===== config.mk =====
export PLATFORM = sky130hd
export DESIGN_NAME = mult_job_sequencer_flat
export DESIGN_NICKNAME = d
export VERILOG_FILES = /design/src/rtl/mult_job_sequencer_pkg.sv /design/src/rtl/mult_job_sequencer_if.sv /design/src/rtl/mult_op_fifo.sv /design/src/rtl/mult_job_sequencer.sv /design/src/flat_wrapper.sv
export SDC_FILE = /design/constraint.sdc
export NUM_CORES = 1
export LEC_CHECK = 0
export BUFFER_PORTS_ARGS = -buffer_cell sky130_fd_sc_hd__clkbuf_2
export CORE_MARGIN = 5
export CORE_UTILIZATION = 57
export DETAILED_ROUTE_END_ITERATION = 16
export PLACE_DENSITY = 0.79
export SLEW_MARGIN = 20
export SYNTH_ARGS = -nofsm -noshare
export SYNTH_HDL_FRONTEND = slang
export SYNTH_SLANG_ARGS = --single-unit

===== constraint.sdc =====
create_clock -name clk -period 3.4 [get_ports clk]
set_clock_uncertainty 0.1 [all_clocks]
set_input_delay 0.17 -clock clk [delete_from_list [all_inputs] [get_ports clk]]
set_output_delay 0.17 -clock clk [all_outputs]
set_load 0.05 [all_outputs]

===== src/rtl/mult_job_sequencer_pkg.sv =====
// Shared types and constants for the multiplier job sequencer:
// FSM state encoding, operand/result widths and parameter defaults.
package mult_seq_pkg;

    localparam int OP_W   = 8;    // operand width
    localparam int RES_W  = 16;   // full 8x8 product width
    localparam int JOBS_W = 8;    // completed-job counter width (wraps)
    localparam int CNT_W  = 16;   // shared LOAD/RUN cycle counter width

    localparam int DEF_FIFO_DEPTH     = 4;
    localparam int DEF_START_CYCLES   = 2;
    localparam int DEF_TIMEOUT_CYCLES = 200;

    typedef enum logic [1:0] {
        IDLE = 2'd0,
        LOAD = 2'd1,
        RUN  = 2'd2,
        DONE = 2'd3
    } state_t;

    // One queue entry holds the multiplicand in the upper byte and the
    // multiplier in the lower byte.
    function automatic logic [2*OP_W-1:0] pack_pair(input logic [OP_W-1:0] a,
                                                    input logic [OP_W-1:0] b);
        return {a, b};
    endfunction

endpackage


===== src/rtl/mult_job_sequencer_if.sv =====
// Operand-in / result-out handshake bundle of the job sequencer.
// master = producer/consumer side, slave = sequencer side.
interface mult_job_sequencer_if;
    import mult_seq_pkg::*;

    logic             in_valid;
    logic             in_ready;
    logic [OP_W-1:0]  in_a;
    logic [OP_W-1:0]  in_b;
    logic             out_valid;
    logic             out_ready;
    logic [RES_W-1:0] out_result;
    logic             out_timeout;

    modport master (
        output in_valid, in_a, in_b, out_ready,
        input  in_ready, out_valid, out_result, out_timeout
    );

    modport slave (
        input  in_valid, in_a, in_b, out_ready,
        output in_ready, out_valid, out_result, out_timeout
    );

endinterface


===== src/rtl/mult_op_fifo.sv =====
// Small operand-pair queue. Entries live in plain registers and the head
// is read combinationally so the sequencer can pop and use it in one cycle.
// Pointers carry one extra wrap bit to tell full from empty.
module mult_op_fifo #(
    parameter int DEPTH = 4,
    parameter int WIDTH = 16
) (
    input  logic             clk,
    input  logic             rst,
    input  logic             push,
    input  logic [WIDTH-1:0] din,
    input  logic             pop,
    output logic [WIDTH-1:0] dout,
    output logic             full,
    output logic             empty
);

    localparam int AW = $clog2(DEPTH);

    logic [WIDTH-1:0] mem [DEPTH];
    logic [AW:0]      wr_ptr_reg;
    logic [AW:0]      rd_ptr_reg;
    logic             do_push;
    logic             do_pop;

    assign do_push = push && !full;
    assign do_pop  = pop && !empty;

    assign empty = (wr_ptr_reg == rd_ptr_reg);
    assign full  = (wr_ptr_reg[AW] != rd_ptr_reg[AW]) &&
                   (wr_ptr_reg[AW-1:0] == rd_ptr_reg[AW-1:0]);
    assign dout  = mem[rd_ptr_reg[AW-1:0]];

    // Storage: each entry captures din when the write pointer addresses it.
    for (genvar gi = 0; gi < DEPTH; gi++) begin : g_entry
        always_ff @(posedge clk) begin
            if (do_push && (wr_ptr_reg[AW-1:0] == AW'(gi))) begin
                mem[gi] <= din;
            end
        end
    end

    // Pointer update; reset discards everything queued.
    always_ff @(posedge clk or posedge rst) begin
        if (rst) begin
            wr_ptr_reg <= '0;
            rd_ptr_reg <= '0;
        end else begin
            if (do_push) wr_ptr_reg <= wr_ptr_reg + 1'b1;
            if (do_pop)  rd_ptr_reg <= rd_ptr_reg + 1'b1;
        end
    end

endmodule


===== src/rtl/mult_job_sequencer.sv =====
// Queues 8x8 operand pairs and feeds them one at a time to an external
// shift-add multiplier: hold it in reset with operands applied, release it,
// wait (bounded) for completion, then present the product until accepted.
// The multiplier stays in reset whenever no job is running.
module mult_job_sequencer
    import mult_seq_pkg::*;
#(
    parameter int FIFO_DEPTH     = DEF_FIFO_DEPTH,
    parameter int START_CYCLES   = DEF_START_CYCLES,
    parameter int TIMEOUT_CYCLES = DEF_TIMEOUT_CYCLES
) (
    input  logic              clk,
    input  logic              rst,
    mult_job_sequencer_if.slave bus,
    output logic              busy,
    output logic [JOBS_W-1:0] jobs_done,
    output logic              mult_rst,
    output logic [OP_W-1:0]   mult_multiplicand,
    output logic [OP_W-1:0]   mult_multiplier,
    input  logic [RES_W-1:0]  mult_result,
    input  logic              mult_end_op
);

    state_t            state_reg,   state_next;
    logic [CNT_W-1:0]  cnt_reg,     cnt_next;
    logic [OP_W-1:0]   a_reg,       a_next;
    logic [OP_W-1:0]   b_reg,       b_next;
    logic [RES_W-1:0]  result_reg,  result_next;
    logic              timeout_reg, timeout_next;
    logic              valid_reg,   valid_next;
    logic              mult_rst_reg, mult_rst_next;
    logic [JOBS_W-1:0] jobs_reg,    jobs_next;

    logic              fifo_push;
    logic              fifo_pop;
    logic              fifo_full;
    logic              fifo_empty;
    logic [2*OP_W-1:0] fifo_dout;

    assign bus.in_ready = !fifo_full;
    assign fifo_push    = bus.in_valid && !fifo_full;

    mult_op_fifo #(
        .DEPTH (FIFO_DEPTH),
        .WIDTH (2*OP_W)
    ) u_fifo (
        .clk   (clk),
        .rst   (rst),
        .push  (fifo_push),
        .din   (pack_pair(bus.in_a, bus.in_b)),
        .pop   (fifo_pop),
        .dout  (fifo_dout),
        .full  (fifo_full),
        .empty (fifo_empty)
    );

    // Next-state and next-output logic. The single counter counts down the
    // LOAD reset window and counts up the RUN cycles for the timeout.
    always_comb begin
        state_next   = state_reg;
        cnt_next     = cnt_reg;
        a_next       = a_reg;
        b_next       = b_reg;
        result_next  = result_reg;
        timeout_next = timeout_reg;
        valid_next   = valid_reg;
        jobs_next    = jobs_reg;
        fifo_pop     = 1'b0;

        case (state_reg)
            IDLE: begin
                if (!fifo_empty) begin
                    fifo_pop   = 1'b1;
                    a_next     = fifo_dout[2*OP_W-1:OP_W];
                    b_next     = fifo_dout[OP_W-1:0];
                    cnt_next   = CNT_W'(START_CYCLES - 1);
                    state_next = LOAD;
                end
            end
            LOAD: begin
                if (cnt_reg == '0) begin
                    state_next = RUN;
                end else begin
                    cnt_next = cnt_reg - 1'b1;
                end
            end
            RUN: begin
                if (mult_end_op) begin
                    result_next  = mult_result;
                    timeout_next = 1'b0;
                    valid_next   = 1'b1;
                    state_next   = DONE;
                end else if (cnt_reg == CNT_W'(TIMEOUT_CYCLES - 1)) begin
                    // Multiplier never answered: report an empty result.
                    result_next  = '0;
                    timeout_next = 1'b1;
                    valid_next   = 1'b1;
                    state_next   = DONE;
                end else begin
                    cnt_next = cnt_reg + 1'b1;
                end
            end
            DONE: begin
                if (bus.out_ready) begin
                    valid_next = 1'b0;
                    jobs_next  = jobs_reg + 1'b1;
                    state_next = IDLE;
                end
            end
            default: begin
                state_next = IDLE;
            end
        endcase

        // Registered so the multiplier reset is glitch-free; only RUN frees it.
        mult_rst_next = (state_next != RUN);
    end

    // State and output registers; reset aborts any job in flight.
    always_ff @(posedge clk or posedge rst) begin
        if (rst) begin
            state_reg    <= IDLE;
            cnt_reg      <= '0;
            a_reg        <= '0;
            b_reg        <= '0;
            result_reg   <= '0;
            timeout_reg  <= 1'b0;
            valid_reg    <= 1'b0;
            mult_rst_reg <= 1'b1;
            jobs_reg     <= '0;
        end else begin
            state_reg    <= state_next;
            cnt_reg      <= cnt_next;
            a_reg        <= a_next;
            b_reg        <= b_next;
            result_reg   <= result_next;
            timeout_reg  <= timeout_next;
            valid_reg    <= valid_next;
            mult_rst_reg <= mult_rst_next;
            jobs_reg     <= jobs_next;
        end
    end

    assign bus.out_valid     = valid_reg;
    assign bus.out_result    = result_reg;
    assign bus.out_timeout   = timeout_reg;
    assign busy              = (state_reg != IDLE) || !fifo_empty;
    assign jobs_done         = jobs_reg;
    assign mult_rst          = mult_rst_reg;
    assign mult_multiplicand = a_reg;
    assign mult_multiplier   = b_reg;

endmodule

===== src/flat_wrapper.sv =====
// flat-port wrapper written by rule: the top's interface ports become plain ports
module mult_job_sequencer_flat import mult_seq_pkg::*;
#(
    parameter int FIFO_DEPTH     = DEF_FIFO_DEPTH,
    parameter int START_CYCLES   = DEF_START_CYCLES,
    parameter int TIMEOUT_CYCLES = DEF_TIMEOUT_CYCLES
)
  (clk, rst, busy, jobs_done, mult_rst, mult_multiplicand, mult_multiplier, mult_result, mult_end_op, bus_in_valid, bus_in_a, bus_in_b, bus_out_ready, bus_in_ready, bus_out_valid, bus_out_result, bus_out_timeout);
  mult_job_sequencer_if bus_i ();
  input  logic clk;
  input  logic rst;
  output logic busy;
  output logic [JOBS_W-1:0] jobs_done;
  output logic mult_rst;
  output logic [OP_W-1:0] mult_multiplicand;
  output logic [OP_W-1:0] mult_multiplier;
  input  logic [RES_W-1:0] mult_result;
  input  logic mult_end_op;
  input wire logic [$bits(bus_i.in_valid)-1:0] bus_in_valid;
  input wire logic [$bits(bus_i.in_a)-1:0] bus_in_a;
  input wire logic [$bits(bus_i.in_b)-1:0] bus_in_b;
  input wire logic [$bits(bus_i.out_ready)-1:0] bus_out_ready;
  output wire logic [$bits(bus_i.in_ready)-1:0] bus_in_ready;
  output wire logic [$bits(bus_i.out_valid)-1:0] bus_out_valid;
  output wire logic [$bits(bus_i.out_result)-1:0] bus_out_result;
  output wire logic [$bits(bus_i.out_timeout)-1:0] bus_out_timeout;
  assign bus_i.in_valid = bus_in_valid;
  assign bus_i.in_a = bus_in_a;
  assign bus_i.in_b = bus_in_b;
  assign bus_i.out_ready = bus_out_ready;
  assign bus_in_ready = bus_i.in_ready;
  assign bus_out_valid = bus_i.out_valid;
  assign bus_out_result = bus_i.out_result;
  assign bus_out_timeout = bus_i.out_timeout;
  mult_job_sequencer #(.FIFO_DEPTH(FIFO_DEPTH), .START_CYCLES(START_CYCLES), .TIMEOUT_CYCLES(TIMEOUT_CYCLES)) u_core (.clk(clk), .rst(rst), .bus(bus_i), .busy(busy), .jobs_done(jobs_done), .mult_rst(mult_rst), .mult_multiplicand(mult_multiplicand), .mult_multiplier(mult_multiplier), .mult_result(mult_result), .mult_end_op(mult_end_op));
endmodule

# Word level (Yosys, flattened, before mapping)
# Memories as Yosys holds them, arrays and structs flattened. A register that Yosys moved wholly into a read port is not among the register bits.
# Index checks and enable logic that the tools add are counted.
# op_classes
n_addsub	5
n_mul	0
n_div	0
magnitude_cmp	0
eq_ne	17
n_shift	0
n_mux	37
n_bitwise	1
reduce_logical	26
# op_table
operator	n
$mux 16	9
$pmux 16 s3	1
$reduce_or 16->1	3
$mux 1	17
$add 16x1->16 const B	1
$eq 16x8->1 const B	1
$logic_not 16->1	1
$mux 2	8
$sub 16x1->16 const B	1
$ne 2x2->1 const B	6
$add 8x1->8 const B	1
$eq 2x2->1 const B	4
$logic_and 1x1->1	8
$pmux 2 s4	1
$add 3x1->3 const B	2
$reduce_and 2->1	3
$reduce_bool 2->1	3
$reduce_and 5->1	1
$eq 2x1->1 const B	2
$logic_not 2->1	2
$eq 3x3->1	1
$ne 3x2->1 const B	1
$reduce_and 3->1	1
$reduce_bool 3->1	1
other kinds (6)	7
# totals
register_bits	51
latch_bits	0
mem_bits_rw	64
romBits	0
input_bits	37
output_inout_bits	45
wordCells	96
mem_count	1
# memory_table
memory	depth	width	rd	rd_ports_with_merged_regs	write_ports	line_no	text
u_core.u_fifo.mem	4	16	1	1	1	mult_op_fifo.sv:20	logic [WIDTH-1:0] mem [DEPTH];

# Longest topological paths before layout
# Gate-level depths: netlist of run 1.
# depth
ltp_word	12
mapped_depth	11
mapped_depth_nobuf	10

# Cells and area by module
# Synthesis of run 1 repeated with hierarchy kept, for this count alone.
# hier_totals
cells_unflattened	432
area_unflattened_um2	6164.7
# modules_own_cells
module	n_inst	cells_per_inst	area_each_um2	seq_area_each_um2
mult_job_sequencer	1	299	3337.0	1527.7
mult_op_fifo	1	133	2827.7	2072.0

# Worst setup path after synthesis of run 1
# OpenSTA, ideal clock, no wires.
# synth_timing
kind	register to register
from	register u_core.state_reg[0]
to	register u_core.cnt_reg[15]
setup_ns	0.126
t_arrival_ns	2.767
t_required_ns	3.174
slack_ns	0.406
stages_incl_launch_ff	11
path_buffers	0
period_less_slack_ns	2.994
path_cell_list	dfrtp_1 inv_1 ha_1 inv_1 ha_1 a211o_1 a211oi_2 o31a_1 o21ai_2 mux2i_1 a311o_1
# synth_between
elab_chain_len	3
word_cells_on_any_way	10
classes_between	eq/ne: 6; mux: 1; reduce/logical: 3
# synth_rtl
element	line_no	text
from (decl)	mult_job_sequencer.sv:24	state_t state_reg, state_next;
from (signal assigned)	mult_job_sequencer.sv:132	state_reg <= state_next;
$eq 2x2->1 (tied with other cells)	mult_job_sequencer.sv:70	case (state_reg)
$ne 2x2->1 (no source line) / $reduce_bool 3->1 (equally long branches)	--	
$reduce_and 5->1 (no source line)	--	
to (signal assigned)	mult_job_sequencer.sv:133	cnt_reg <= cnt_next;
to (decl)	mult_job_sequencer.sv:25	logic [CNT_W-1:0] cnt_reg, cnt_next;
# Parallel ways exist; a longest one is shown, timed or not.
# A chain may end at the register's enable or synchronous reset.

# Worst setup path after layout of run 1
# Same ends and word-level chain as after synthesis.

==> results of run 1 <==
tightest hold or removal path: cells and delay by family:
family,cells,cell delay [ns]
buffers and inverters,2,0.32
and+or+nand+nor,2,0.21
Yosys cell counts, types with 4 or more instances:
library cell / number / area (µm²)
and3_1: 10 / 62.56
xor2_1: 10 / 87.58
xnor2_1: 16 / 140.1
inv_1: 15 / 56.30
a21o_1: 6 / 45.04
buf_2: 8 / 40.04
nand3_1: 8 / 40.04
nand2_1: 33 / 123.9
nor2_1: 7 / 26.28
a22o_1: 22 / 192.7
mux2_2: 16 / 180.2
ha_1: 28 / 350.3
a31oi_1: 4 / 25.02
mux4_2: 16 / 360.4
o21a_1: 4 / 30.03
a21oi_1: 13 / 65.06
o21ai_0: 6 / 30.03
dfrtp_1: 66 / 1652
mux2i_1: 4 / 40.04
o31ai_1: 7 / 52.55
edfxtp_1: 64 / 1922
cells by family after synthesis:
group                    count (synthesis)
AO/OA/AOI/OAI                           83
XOR/XNOR                                26
adder cells (fa/ha/maj)                 29
buffers and inverters                   29
flip-flops                             131
multiplexers                            36
AND/OR/NAND/NOR                         77
worst paths after layout:
check | startpoint | cells past startpoint | slack [ns] | end
max in group asynchronous | rst | 4 | 2.01 | u_core.mult_rst
max | u_core.state_reg[0] | 10 | 0.31 | u_core.cnt_reg[15]
min | mult_end_op | 4 | 0.12 | u_core.bus.out_timeout
min reg2reg | u_core.jobs_done[7] | 1 | 0.39 | u_core.jobs_done[7]
max reg2reg | u_core.state_reg[0] | 10 | 0.31 | u_core.cnt_reg[15]
min in group asynchronous | rst | 3 | 0.26 | u_core.mult_multiplier[6]
layout make-up:
class	instances	area [µm²]
Fill cell	665	2860
Multi-Input combinational cell	251	2191
Inverter	15	56.30
Timing Repair Buffer	126	830.8
Clock buffer	18	417.9
Tap cell	136	170.2
Sequential cell	131	3600
Clock inverter	14	105.1
report_power, final:
group	internal (mW)	switching [mW]	total [mW]	leakage, nW
logic	1.42	2.21	3.63	1.55
clock network	0.901	0.702	1.60	0.251
registers	2.21	0.294	2.50	1.42
cells in the final DEF, fill, tap and decap left out, drive strengths merged, types with 3 or more instances in the layout:
cell         instances
a21o                 8
a21oi               13
a22o                22
a31oi                4
and3                10
buf                 10
clkbuf              99
clkinv               7
clkinvlp             3
dfrtp               66
dlygate4sd3         35
edfxtp              64
ha                  28
inv                 19
mux2                16
mux2i                4
mux4                16
nand2               33
nand3                8
nor2                 8
nor3                 3
nor4                 3
o21a                 4
o21ai                8
o31ai                7
xnor2               16
xor2                10
routing by layer:
metal / track usage, % / wire length (µm) / vias up
met5: 0 / 0 / -
met4: 8.273 / 349 / 0
met3: 5.815 / 698 / 30
met2: 37.73 / 6511 / 129
met1: 26.08 / 5035 / 1941
li1: - / - / 1820
stage by stage:
step	instances	hold slack, ns
finish	691	0.1166
global route	691	0.1458
CTS	691	0.1067
detailed placement	624	0.2521
floorplan	411	0.1689
global placement	624	0.2419
==> out/qor.yml, run 1 <==
placement:
  detailedPlace.worstSlack_ns: 0.3279
  port_buffers: 81
  post_dp_cell_area_um2: 6497
  place.gp.congestion: 0.8841
  place.detailed.hpwl_um: 8031
finish:
  final_core_utilization_pct: 72.04
  final_layout_size_suffix_gt1_share_pct: 29.37
  largest_register_ffs: 64
  postLayoutCellArea_um2: 7371
  finalNetCount: 608
  number_of_diodes_added_for_antenna_fixing: 0
  layout-area-overhead-vs-synth_pct: 24.57
synthesis:
  synth.mux.area_fraction_pct: 9.812
  synthXorXnorAreaFrac_pct: 3.849
  synth_top_family_by_area: "compound AO/OA/AOI/OAI gates"
  synth_sequential_area_ratio_pct: 60.84
  synth_enable_flop_cells: 64
  post_synthesis_share_of_cell_area_spent_on_and_or_nand_and_nor_gates_pct: 6.450
  synth_area_um2: 5917
  synth.lib_cells_used.distinct: 56
  post_synth_fa_ha_maj_area_fraction_pct: 6.259
  syn-mean-instance-area_um2: 14.40
  synth_seq_cells: 131
  yosys_most_used_dff: "dfrtp_1"
  synthesis.instances: 411
  ys_async_sr_fraction_pct: 51.15
  synth_fp_nets: 477
  yosys_warnings: 0
  synth_compound_area_share_pct: 10.66
run_status:
  status: "finished, final reports clean"
setup_path:
  cpPeakStageDelay_ns: 0.40
  required_ns: 3.70
  category_of_the_most_critical_setup_path: "flop to flop"
  worstPathCellList: "inv_1 > ha_1 > inv_1 > ha_1 > a211o_1 > a211oi_2 > o31a_1 > o21ai_2 > mux2i_1 > a311o_1"
  path_delay_family: "compound AO/OA/AOI/OAI gates"
  worst_setup_path_end_kind: "flop"
  cp_max_fanout: 12
  data_arrival_time_of_the_worst_path_ns: 3.40
  cp_slowest_cell: "dfrtp_1"
  critical_path_buf_inv_count: 2
  cp_startpoint_kind: "flop"
clocking:
  post_cts.resized_instances: 0
  worst_skew_pair.late_latency_ns: 0.52
  cts_tree: "built"
  number_of_buffers_inserted_for_hold_repair_after_clock_tree_synthesis: 35
  ctsLongestPathBuffers: 2
  cts_made_buffers: 17
  cts-htree-levels: 4
  clock_tree_root_driver_cell: "clkbuf_8"
  post-cts-setup-buffer-count: 0
  clk_pin_slew_worst_paths_ns: 0.06
  clock-sinks: 131
power_and_ir_drop:
  ir_worst_vdd_uv: 747.2
  leakagePower_nw: 3.218
  finalPower_mw: 7.736
  power_density_cells_nw_per_um2: 1050
global_routing:
  pin_count_of_the_biggest_net_entering_global_routing: 38
  antenna_found_initial: 0
  grt_pass1_wl_um: 21250
  grt_pass1_vias: 4211
  global_route_usage_over_all_layers_pct: 21.78
  globalRouteOverflowTotal: 0
floorplan:
  floorplan.core_area_um2: 10230
  start_util_pct: 57.83
  fp.dieArea_um2: 12520
  horizontal_extent_of_the_die_um: 111.9
  ios: 82
  die_height_um: 111.9
  rows: 37
drt:
  final_antenna_net_count: 0
  drt_drc_violations_left: 0
  wl_per_cell_um: 18.23
  detailed_routing_iteration_count_for_the_pre_antenna_repair_pass: 4
  first_iter_violations: 307
  routed_via_density: 5.673
  route.vias.total: 3920
  totalWireLength_um: 12600
sta:
  fmax_mhz: 323.4
  finalWorstPathRequiredPeriod_ns: 3.092
  worst-slew-pin-transition_ns: 0.9007
  fin_tns_setup_ns: 0
  worst_slack_ns: 0.3083
  setup_viol: 0
  final_hold_viol_count: 0
  grt_setup_unrepaired: "false"
  timing.final.max_slew_violations: 0
  maxSlewHeadroom_pct: 39.95
  layout_worst_path_cycle_share_pct: 90.93
hold_path:
  min_path_type: "primary input to flop"
job:
  timing.max_cap.violations: 0
Note: power is estimated with default switching activity, not from simulation.
==> inputs of run 2 (changes only) <==
--- a/config.mk
+++ b/config.mk
@@ -7,10 +7,11 @@
 export LEC_CHECK = 0
 export BUFFER_PORTS_ARGS = -buffer_cell sky130_fd_sc_hd__clkbuf_2
 export CORE_MARGIN = 5
-export CORE_UTILIZATION = 57
+export CORE_UTILIZATION = 58
 export DETAILED_ROUTE_END_ITERATION = 16
-export PLACE_DENSITY = 0.79
+export PLACE_DENSITY = 0.8
 export SLEW_MARGIN = 20
 export SYNTH_ARGS = -nofsm -noshare
 export SYNTH_HDL_FRONTEND = slang
+export SYNTH_HIERARCHICAL = 1
 export SYNTH_SLANG_ARGS = --single-unit
==> out/qor.yml, run 2 <==
synthesis:
  synth.lib_cells_used.distinct: 61  # was 56
  syn-mean-instance-area_um2: 14.27  # was 14.40 µm²
  synth_enable_flop_cells: 64  # unchanged
  synth.mux.area_fraction_pct: 9.296  # was 9.812%
  post_synthesis_share_of_cell_area_spent_on_and_or_nand_and_nor_gates_pct: 7.956  # was 6.450%
  synth_fp_nets: 498  # was 477
  ys_async_sr_fraction_pct: 51.15  # unchanged
  synth_compound_area_share_pct: 11.55  # was 10.66%
  ys_top_cells_by_count: "66 x dfrtp_1, 64 x edfxtp_1, 38 x nand2_1, 28 x ha_1, 24 x a21oi_1"  # was 66 x dfrtp_1, 64 x edfxtp_1, 33 x nand2_1, 28 x ha_1, 22 x a22o_1
  synth_area_um2: 6165  # was 5917 µm²
  synthesis.instances: 432  # was 411
  post-synth-top-count-cell: "dfrtp_1"  # unchanged
  yosys_most_used_dff: "dfrtp_1"  # unchanged
  synth_seq_cells: 131  # unchanged
  synth_sequential_area_ratio_pct: 58.39  # was 60.84%
  yosys_warnings: 6  # was 0
  synth_top_family_by_area: "compound AO/OA/AOI/OAI gates"  # unchanged
  synth.top_cell.area_share_pct: 31.18  # was 32.48%
  post_synth_fa_ha_maj_area_fraction_pct: 6.008  # was 6.259%
  synth.largest_area_cell: "edfxtp_1"  # unchanged
  synth_top_cells_by_area: "edfxtp_1 31%, dfrtp_1 27%, mux4_2 5.8%, ha_1 5.7%, mux2_2 3.3%"  # was edfxtp_1 32%, dfrtp_1 28%, mux4_2 6.1%, ha_1 5.9%, a22o_1 3.3%
  synthXorXnorAreaFrac_pct: 4.201  # was 3.849%
sta:
  maxSlewHeadroom_pct: 51.36  # was 39.95%
  final_hold_viol_count: 0  # unchanged
  finalWorstPathRequiredPeriod_ns: 3.098  # was 3.092 ns
  setup_viol: 0  # unchanged
  layout_worst_path_cycle_share_pct: 91.12  # was 90.93%
  worst-slew-pin-transition_ns: 0.7240  # was 0.9007 ns
  fmax_mhz: 322.8  # was 323.4 MHz
  grt_setup_unrepaired: "false"  # unchanged
  timing.final.max_slew_violations: 0  # unchanged
  fin_tns_setup_ns: 0  # unchanged
clocking:
  clock-sinks: 131  # unchanged
  clk_pin_slew_worst_paths_ns: 0.06  # about the same
  clock_tree_root_driver_cell: "clkbuf_8"  # unchanged
  worst_skew_pair.late_latency_ns: 0.52  # about the same
  post_cts.resized_instances: 0  # unchanged
  cts_tree: "built"  # unchanged
  cts_made_buffers: 17  # unchanged
  post-cts-setup-buffer-count: 0  # unchanged
  ctsLongestPathBuffers: 2  # unchanged
  cts-htree-levels: 4  # unchanged
drt:
  wl_per_cell_um: 19.06  # was 18.23 µm
  first_iter_violations: 193  # was 307
  drt_drc_violations_left: 0  # unchanged
  routed_via_density: 5.758  # was 5.673
  totalWireLength_um: 13550  # was 12,600 µm
  detailed_routing_iteration_count_for_the_pre_antenna_repair_pass: 4  # unchanged
  route.vias.total: 4094  # was 3,920
  final_antenna_net_count: 0  # unchanged
power_and_ir_drop:
  power_density_cells_nw_per_um2: 1001  # was 1050 nW/µm²
  leakagePower_nw: 3.222  # was 3.218 nW
  power.share.clock_pct: 23.8  # was 20.7%
  sequentialPowerShare_pct: 32.0  # was 32.4%
  netSwitchingPower_mw: 3.046  # was 3.207 mW
  cellInternalPower_mw: 4.617  # was 4.528 mW
  sw_frac_of_total_pct: 39.75  # was 41.46%
  power_share_of_the_combinational_group_pct: 44.1  # was 46.9%
  ir_worst_vdd_uv: 633.9  # was 747.2 µV
global_routing:
  globalRouteOverflowTotal: 0  # unchanged
  antenna_found_initial: 0  # unchanged
  grt_pass1_wl_um: 22300  # was 21,250 µm
  pin_count_of_the_biggest_net_entering_global_routing: 41  # was 38
  grt_pass1_vias: 4460  # was 4,211
  global_route_usage_over_all_layers_pct: 22.73  # was 21.78%
floorplan:
  start_util_pct: 59.71  # was 57.83%
  ios: 82  # unchanged
  die_height_um: 113.1  # was 111.9 µm
  horizontal_extent_of_the_die_um: 113.1  # was 111.9 µm
  rows: 37  # unchanged
  fp.dieArea_um2: 12790  # was 12,520 µm²
  floorplan.core_area_um2: 10320  # was 10,230 µm²
placement:
  place.detailed.hpwl_um: 8602  # was 8031 µm
  place.gp.congestion: 0.8631  # was 0.8841
  place.detailed.instances: 644  # was 624
  port_buffers: 81  # unchanged
finish:
  layout-area-overhead-vs-synth_pct: 24.15  # was 24.57%
  most-common-layout-cells: "81 x clkbuf_2, 66 x dfrtp_1, 64 x edfxtp_1, 38 x nand2_1, 35 x dlygate4sd3_1"  # was 81 x clkbuf_2, 66 x dfrtp_1, 64 x edfxtp_1, 35 x dlygate4sd3_1, 33 x nand2_1
  area.sequential_um2: 3600  # unchanged
  n_fill_cell: 646  # was 665
  finalNetCount: 628  # was 608
  finished_layout_cells: 711  # was 691
  combined_area_of_the_multi_input_logic_cells_um2: 2407  # was 2191 µm²
  mostFrequentLayoutCell: "clkbuf_2"  # unchanged
  largest_register_ffs: 64  # unchanged
  final_layout_size_suffix_gt1_share_pct: 31.83  # was 29.37%
  number_of_diodes_added_for_antenna_fixing: 0  # unchanged
setup_path:
  critical_path_buf_inv_count: 2  # unchanged
  data_arrival_time_of_the_worst_path_ns: 3.41  # was 3.40 ns
  critical-path-top-cell-by-count: "ha_1"
  cp_startpoint_kind: "flop"  # unchanged
  worst_setup_path_end_kind: "flop"  # unchanged
  reg2reg_slack_ns: 0.30  # was 0.31 ns
  worstPathCellList: "inv_1 > ha_1 > inv_2 > ha_1 > a21oi_1 > o211ai_1 > a211oi_1 > nor2_1 > xnor2_1 > o31ai_1"  # was inv_1 > ha_1 > inv_1 > ha_1 > a211o_1 > a211oi_2 > o31a_1 > o21ai_2 > mux2i_1 > a311o_1
  category_of_the_most_critical_setup_path: "flop to flop"  # unchanged
  cp_max_fanout: 20  # was 12
  path_delay_family: "compound AO/OA/AOI/OAI gates"  # unchanged
  required_ns: 3.72  # was 3.70 ns
  cp_slowest_cell: "ha_1"  # was dfrtp_1
  cpPeakStageDelay_ns: 0.42  # was 0.40 ns
job:
  timing.max_cap.violations: 0  # unchanged
hold_path:
  min_path_type: "primary input to asynchronous set/reset pin"  # was primary input to flop
run_status:
  status: "finished, final reports clean"  # unchanged
==> run 2: layer usage <==
layer | wire length (µm) | global-route usage [%] | part of all wire [%]
met1 | 5421 | 26.64 | 40
met2 | 7018 | 38.35 | 52
met3 | 632 | 6.952 | 4.7
met4 | 478 | 10.66 | 3.5
met5 | 0 | 0 | 0
==> run 2: timing repair <==
item,in CTS,in global routing
hold buffers,35,0
setup endpoints to repair,0,0
endpoints found under the hold margin,109,0
==> run 2: through the flow <==
stage / hold slack (ns) / power (mW) / utilization (%) / worst slack (ns) / cell area [µm²]
floorplan: -0.1390 / 5.057 / - / 0.7782 / 6165
global placement: 0.02101 / 5.662 / 64.93 / 0.5169 / 6703
detailed placement: 0.01511 / 5.790 / 64.93 / 0.3815 / 6703
CTS: 0.01532 / 7.699 / 74.14 / 0.3528 / 7654
global route: 0.04867 / 8.108 / 74.14 / 0.07414 / 7654
finish: 0.03613 / 7.663 / 74.14 / 0.3018 / 7654
==> run 2: tightest hold or removal path, delay by kind of cell <==
| kind | cells | cell delay [ns] |
|---|---|---|
| buffers and inverters | 3 | 0.86 |
==> run 2: layout make-up <==
| class | count | share of cell area, % |
|---|---|---|
| clock inverters | 11 | 1.978 |
| flip-flops and latches | 131 | 47.03 |
| repair buffers | 124 | 10.66 |
| clock buffers | 21 | 5.869 |
| multi-input cells | 272 | 31.45 |
| inverters | 16 | 0.7847 |
| well taps | 136 | 2.223 |
==> run 2: power by group through the flow <==
stage	Sequential, mW	Combinational, mW	Clock [mW]
floorplan	2.86	2.20	0
global placement	2.44	3.22	0
detailed placement	2.46	3.33	0
CTS	2.45	3.40	1.85
global route	2.50	3.66	1.95
finish	2.45	3.38	1.83
==> run 2: final timing paths <==
check                      cells past startpoint                start                     endpoint
max                                           10  u_core/state_reg[0]           u_core/cnt_reg[15]
min                                            3                  rst  u_core/u_fifo/wr_ptr_reg[2]
max reg2reg                                   10  u_core/state_reg[0]           u_core/cnt_reg[15]
min reg2reg                                    1  u_core/jobs_done[4]          u_core/jobs_done[4]
max in group asynchronous                      4                  rst            u_core/cnt_reg[2]
min in group clk                               4         bus_in_valid  u_core/u_fifo/wr_ptr_reg[0]
==> run 2: cells by family after synthesis <==
family	after synthesis
flip-flops	131
AO/OA/AOI/OAI	95
AND/OR/NAND/NOR	86
multiplexers	35
buffers and inverters	29
adder cells (fa/ha/maj)	29
XOR/XNOR	27
==> inputs of run 3 (changes only) <==
==> constraint.sdc (replaced) <==
create_clock -name clk -period 3.4 [get_ports clk]
set_clock_uncertainty 0.1 [all_clocks]
set_input_delay 1.02 -clock clk [delete_from_list [all_inputs] [get_ports clk]]
set_output_delay 1.02 -clock clk [all_outputs]
set_load 0.05 [all_outputs]
==> out/qor.yml, run 3 (synthesis results as in run 2) <==
finish:
  number_of_diodes_added_for_antenna_fixing: 0  # unchanged
  n_fill_cell: 688  # was 646
  final_layout_size_suffix_gt1_share_pct: 34.20  # was 31.83%
  layout-area-overhead-vs-synth_pct: 18.35  # was 24.15%
  finalNetCount: 594  # was 628
  mostFrequentLayoutCell: "clkbuf_2"  # unchanged
  area.sequential_um2: 3600  # unchanged
  largest_register_ffs: 64  # unchanged
  combined_area_of_the_multi_input_logic_cells_um2: 2407  # unchanged
  most-common-layout-cells: "81 x clkbuf_2, 66 x dfrtp_1, 64 x edfxtp_1, 38 x nand2_1, 28 x ha_1"  # was 81 x clkbuf_2, 66 x dfrtp_1, 64 x edfxtp_1, 38 x nand2_1, 35 x dlygate4sd3_1
floorplan:
  rows: 37  # unchanged
  floorplan.core_area_um2: 10320  # unchanged
  start_util_pct: 59.71  # unchanged
  fp.dieArea_um2: 12790  # unchanged
  die_height_um: 113.1  # unchanged
  ios: 82  # unchanged
  horizontal_extent_of_the_die_um: 113.1  # unchanged
drt:
  first_iter_violations: 184  # was 193
  final_antenna_net_count: 0  # unchanged
  wl_per_cell_um: 18.70  # was 19.06 µm
  route.vias.total: 3910  # was 4,094
  routed_via_density: 5.775  # was 5.758
  detailed_routing_iteration_count_for_the_pre_antenna_repair_pass: 4  # unchanged
  totalWireLength_um: 12660  # was 13,550 µm
  drt_drc_violations_left: 0  # unchanged
sta:
  timing.final.max_slew_violations: 0  # unchanged
  worst_slack_ns: 0.2170  # was 0.3018 ns
  fin_tns_setup_ns: 0  # unchanged
  finalWorstPathRequiredPeriod_ns: 3.183  # was 3.098 ns
  fmax_mhz: 314.2  # was 322.8 MHz
  setup_viol: 0  # unchanged
  worst-slew-pin-transition_ns: 0.6640  # was 0.7240 ns
  final_hold_viol_count: 0  # unchanged
  layout_worst_path_cycle_share_pct: 93.62  # was 91.12%
  grt_setup_unrepaired: "false"  # unchanged
  maxSlewHeadroom_pct: 55.74  # was 51.36%
setup_path:
  cp_max_fanout: 6  # was 20
  path_delay_family: "flip-flops"  # was compound AO/OA/AOI/OAI gates
  data_arrival_time_of_the_worst_path_ns: 2.06  # was 3.41 ns
  worst_setup_path_startpoint: "u_core/u_fifo/wr_ptr_reg[0]"  # was u_core/state_reg[0]
  cp_startpoint_kind: "flop"  # unchanged
  worst_setup_path_end_kind: "output port"  # was flop
  worstPathCellList: "xor2_2 > nor3_1 > buf_4 > nand2_1 > clkbuf_2"  # was inv_1 > ha_1 > inv_2 > ha_1 > a21oi_1 > o211ai_1 > a211oi_1 > nor2_1 > xnor2_1 > o31ai_1
  required_ns: 2.28  # was 3.72 ns
  cpPeakStageDelay_ns: 0.53  # was 0.42 ns
  critical_path_buf_inv_count: 2  # unchanged
  cp_slowest_cell: "dfrtp_1"  # was ha_1
  category_of_the_most_critical_setup_path: "flop to output port"  # was flop to flop
  regToRegStartpoint: "u_core/state_reg[0]"  # unchanged
clocking:
  worst_skew_pair.late_latency_ns: 0.51  # was 0.52 ns
  number_of_buffers_inserted_for_hold_repair_after_clock_tree_synthesis: 0  # was 35
  post_cts.resized_instances: 0  # unchanged
  cts-htree-levels: 4  # unchanged
  ctsLongestPathBuffers: 2  # unchanged
  clock-sinks: 131  # unchanged
  cts_made_buffers: 17  # unchanged
  post-cts-setup-buffer-count: 0  # unchanged
  clock_tree_root_driver_cell: "clkbuf_8"  # unchanged
  clk_pin_slew_worst_paths_ns: 0.06  # about the same
  cts_tree: "built"  # unchanged
placement:
  port_buffers: 81  # unchanged
  place.gp.congestion: 0.8991  # was 0.8631
  detailedPlace.worstSlack_ns: 0.3657  # was 0.3815 ns
  place.detailed.hpwl_um: 8600  # was 8602 µm
power_and_ir_drop:
  power_share_of_the_combinational_group_pct: 44.6  # was 44.1%
  leakagePower_nw: 3.069  # was 3.222 nW
  sequentialPowerShare_pct: 32.4  # was 32.0%
  power.share.clock_pct: 22.9  # was 23.8%
  sw_frac_of_total_pct: 40.25  # was 39.75%
  ir_worst_vdd_uv: 584.7  # was 633.9 µV
  netSwitchingPower_mw: 3.029  # was 3.046 mW
  cellInternalPower_mw: 4.496  # was 4.617 mW
  power_density_cells_nw_per_um2: 1031  # was 1001 nW/µm²
global_routing:
  grt_pass1_wl_um: 21000  # was 22,300 µm
  pin_count_of_the_biggest_net_entering_global_routing: 43  # was 41
  global_route_usage_over_all_layers_pct: 21.14  # was 22.73%
  antenna_found_initial: 0  # unchanged
  grt_pass1_vias: 4232  # was 4,460
  globalRouteOverflowTotal: 0  # unchanged
run_status:
  status: "finished, final reports clean"  # unchanged
hold_path:
  min_path_type: "primary input to asynchronous set/reset pin"  # unchanged
job:
  timing.max_cap.violations: 0  # unchanged
-- run 3: cell count changes in the layout (fill, tap and decap cells not counted), sizes merged --
cell	previous run	this run
dlygate4sd3	35	0
clkbuf	102	99
inv	18	20
buf	8	9
bufinv	3	2
clkinv	5	6
clkinvlp	1	2
-- run 3: per-stage QoR --
step | hold slack (ns) | std cells | total power [mW] | cell area (µm²) | util (%)
CTS | 0.3233 | 677 | 7.578 | 7296 | 70.67
detailed placement | 0.3637 | 645 | 5.791 | 6723 | 65.12
floorplan | 0.3752 | 432 | 5.057 | 6165 | -
global route | 0.3441 | 677 | 7.980 | 7296 | 70.67
finish | 0.3373 | 677 | 7.525 | 7296 | 70.67
global placement | 0.3630 | 645 | 5.682 | 6723 | 65.12
-- run 3: power by group through the flow --
stage / Clock (mW) / Combinational [mW] / Sequential (mW)
after floorplan: 0 / 2.20 / 2.86
final: 1.73 / 3.36 / 2.44
after detailed placement: 0 / 3.33 / 2.46
after global routing: 1.85 / 3.64 / 2.49
after global placement: 0 / 3.25 / 2.44
after CTS: 1.76 / 3.38 / 2.44
-- run 3: final cells by class --
| type | instances | area share, % |
|---|---|---|
| flip-flops and latches | 131 | 49.34 |
| well taps | 136 | 2.332 |
| clock buffers | 18 | 5.728 |
| repair buffers | 90 | 6.654 |
| inverters | 16 | 0.8232 |
| clock inverters | 14 | 2.127 |
| multi-input cells | 272 | 33.00 |
-- run 3: final timing paths --
check                                              end  slack [ns]  depth (start not counted)
max in group asynchronous              u_core/mult_rst        2.13                          3
max                                               busy        0.22                          5
min in group clk                   u_core/jobs_done[7]        0.38                          1
max reg2reg                         u_core/cnt_reg[15]        0.31                         10
min reg2reg                        u_core/jobs_done[7]        0.38                          1
min                        u_core/u_fifo/rd_ptr_reg[1]        0.34                          2
-- run 3: routing by layer --
layer	vias up	GRT usage, %	share of wire (%)
met4	0	6.490	1.2
li1	1842	-	-
met1	1959	26.56	41
met3	12	5.294	4.6
met5	-	0	0
met2	97	36.30	53
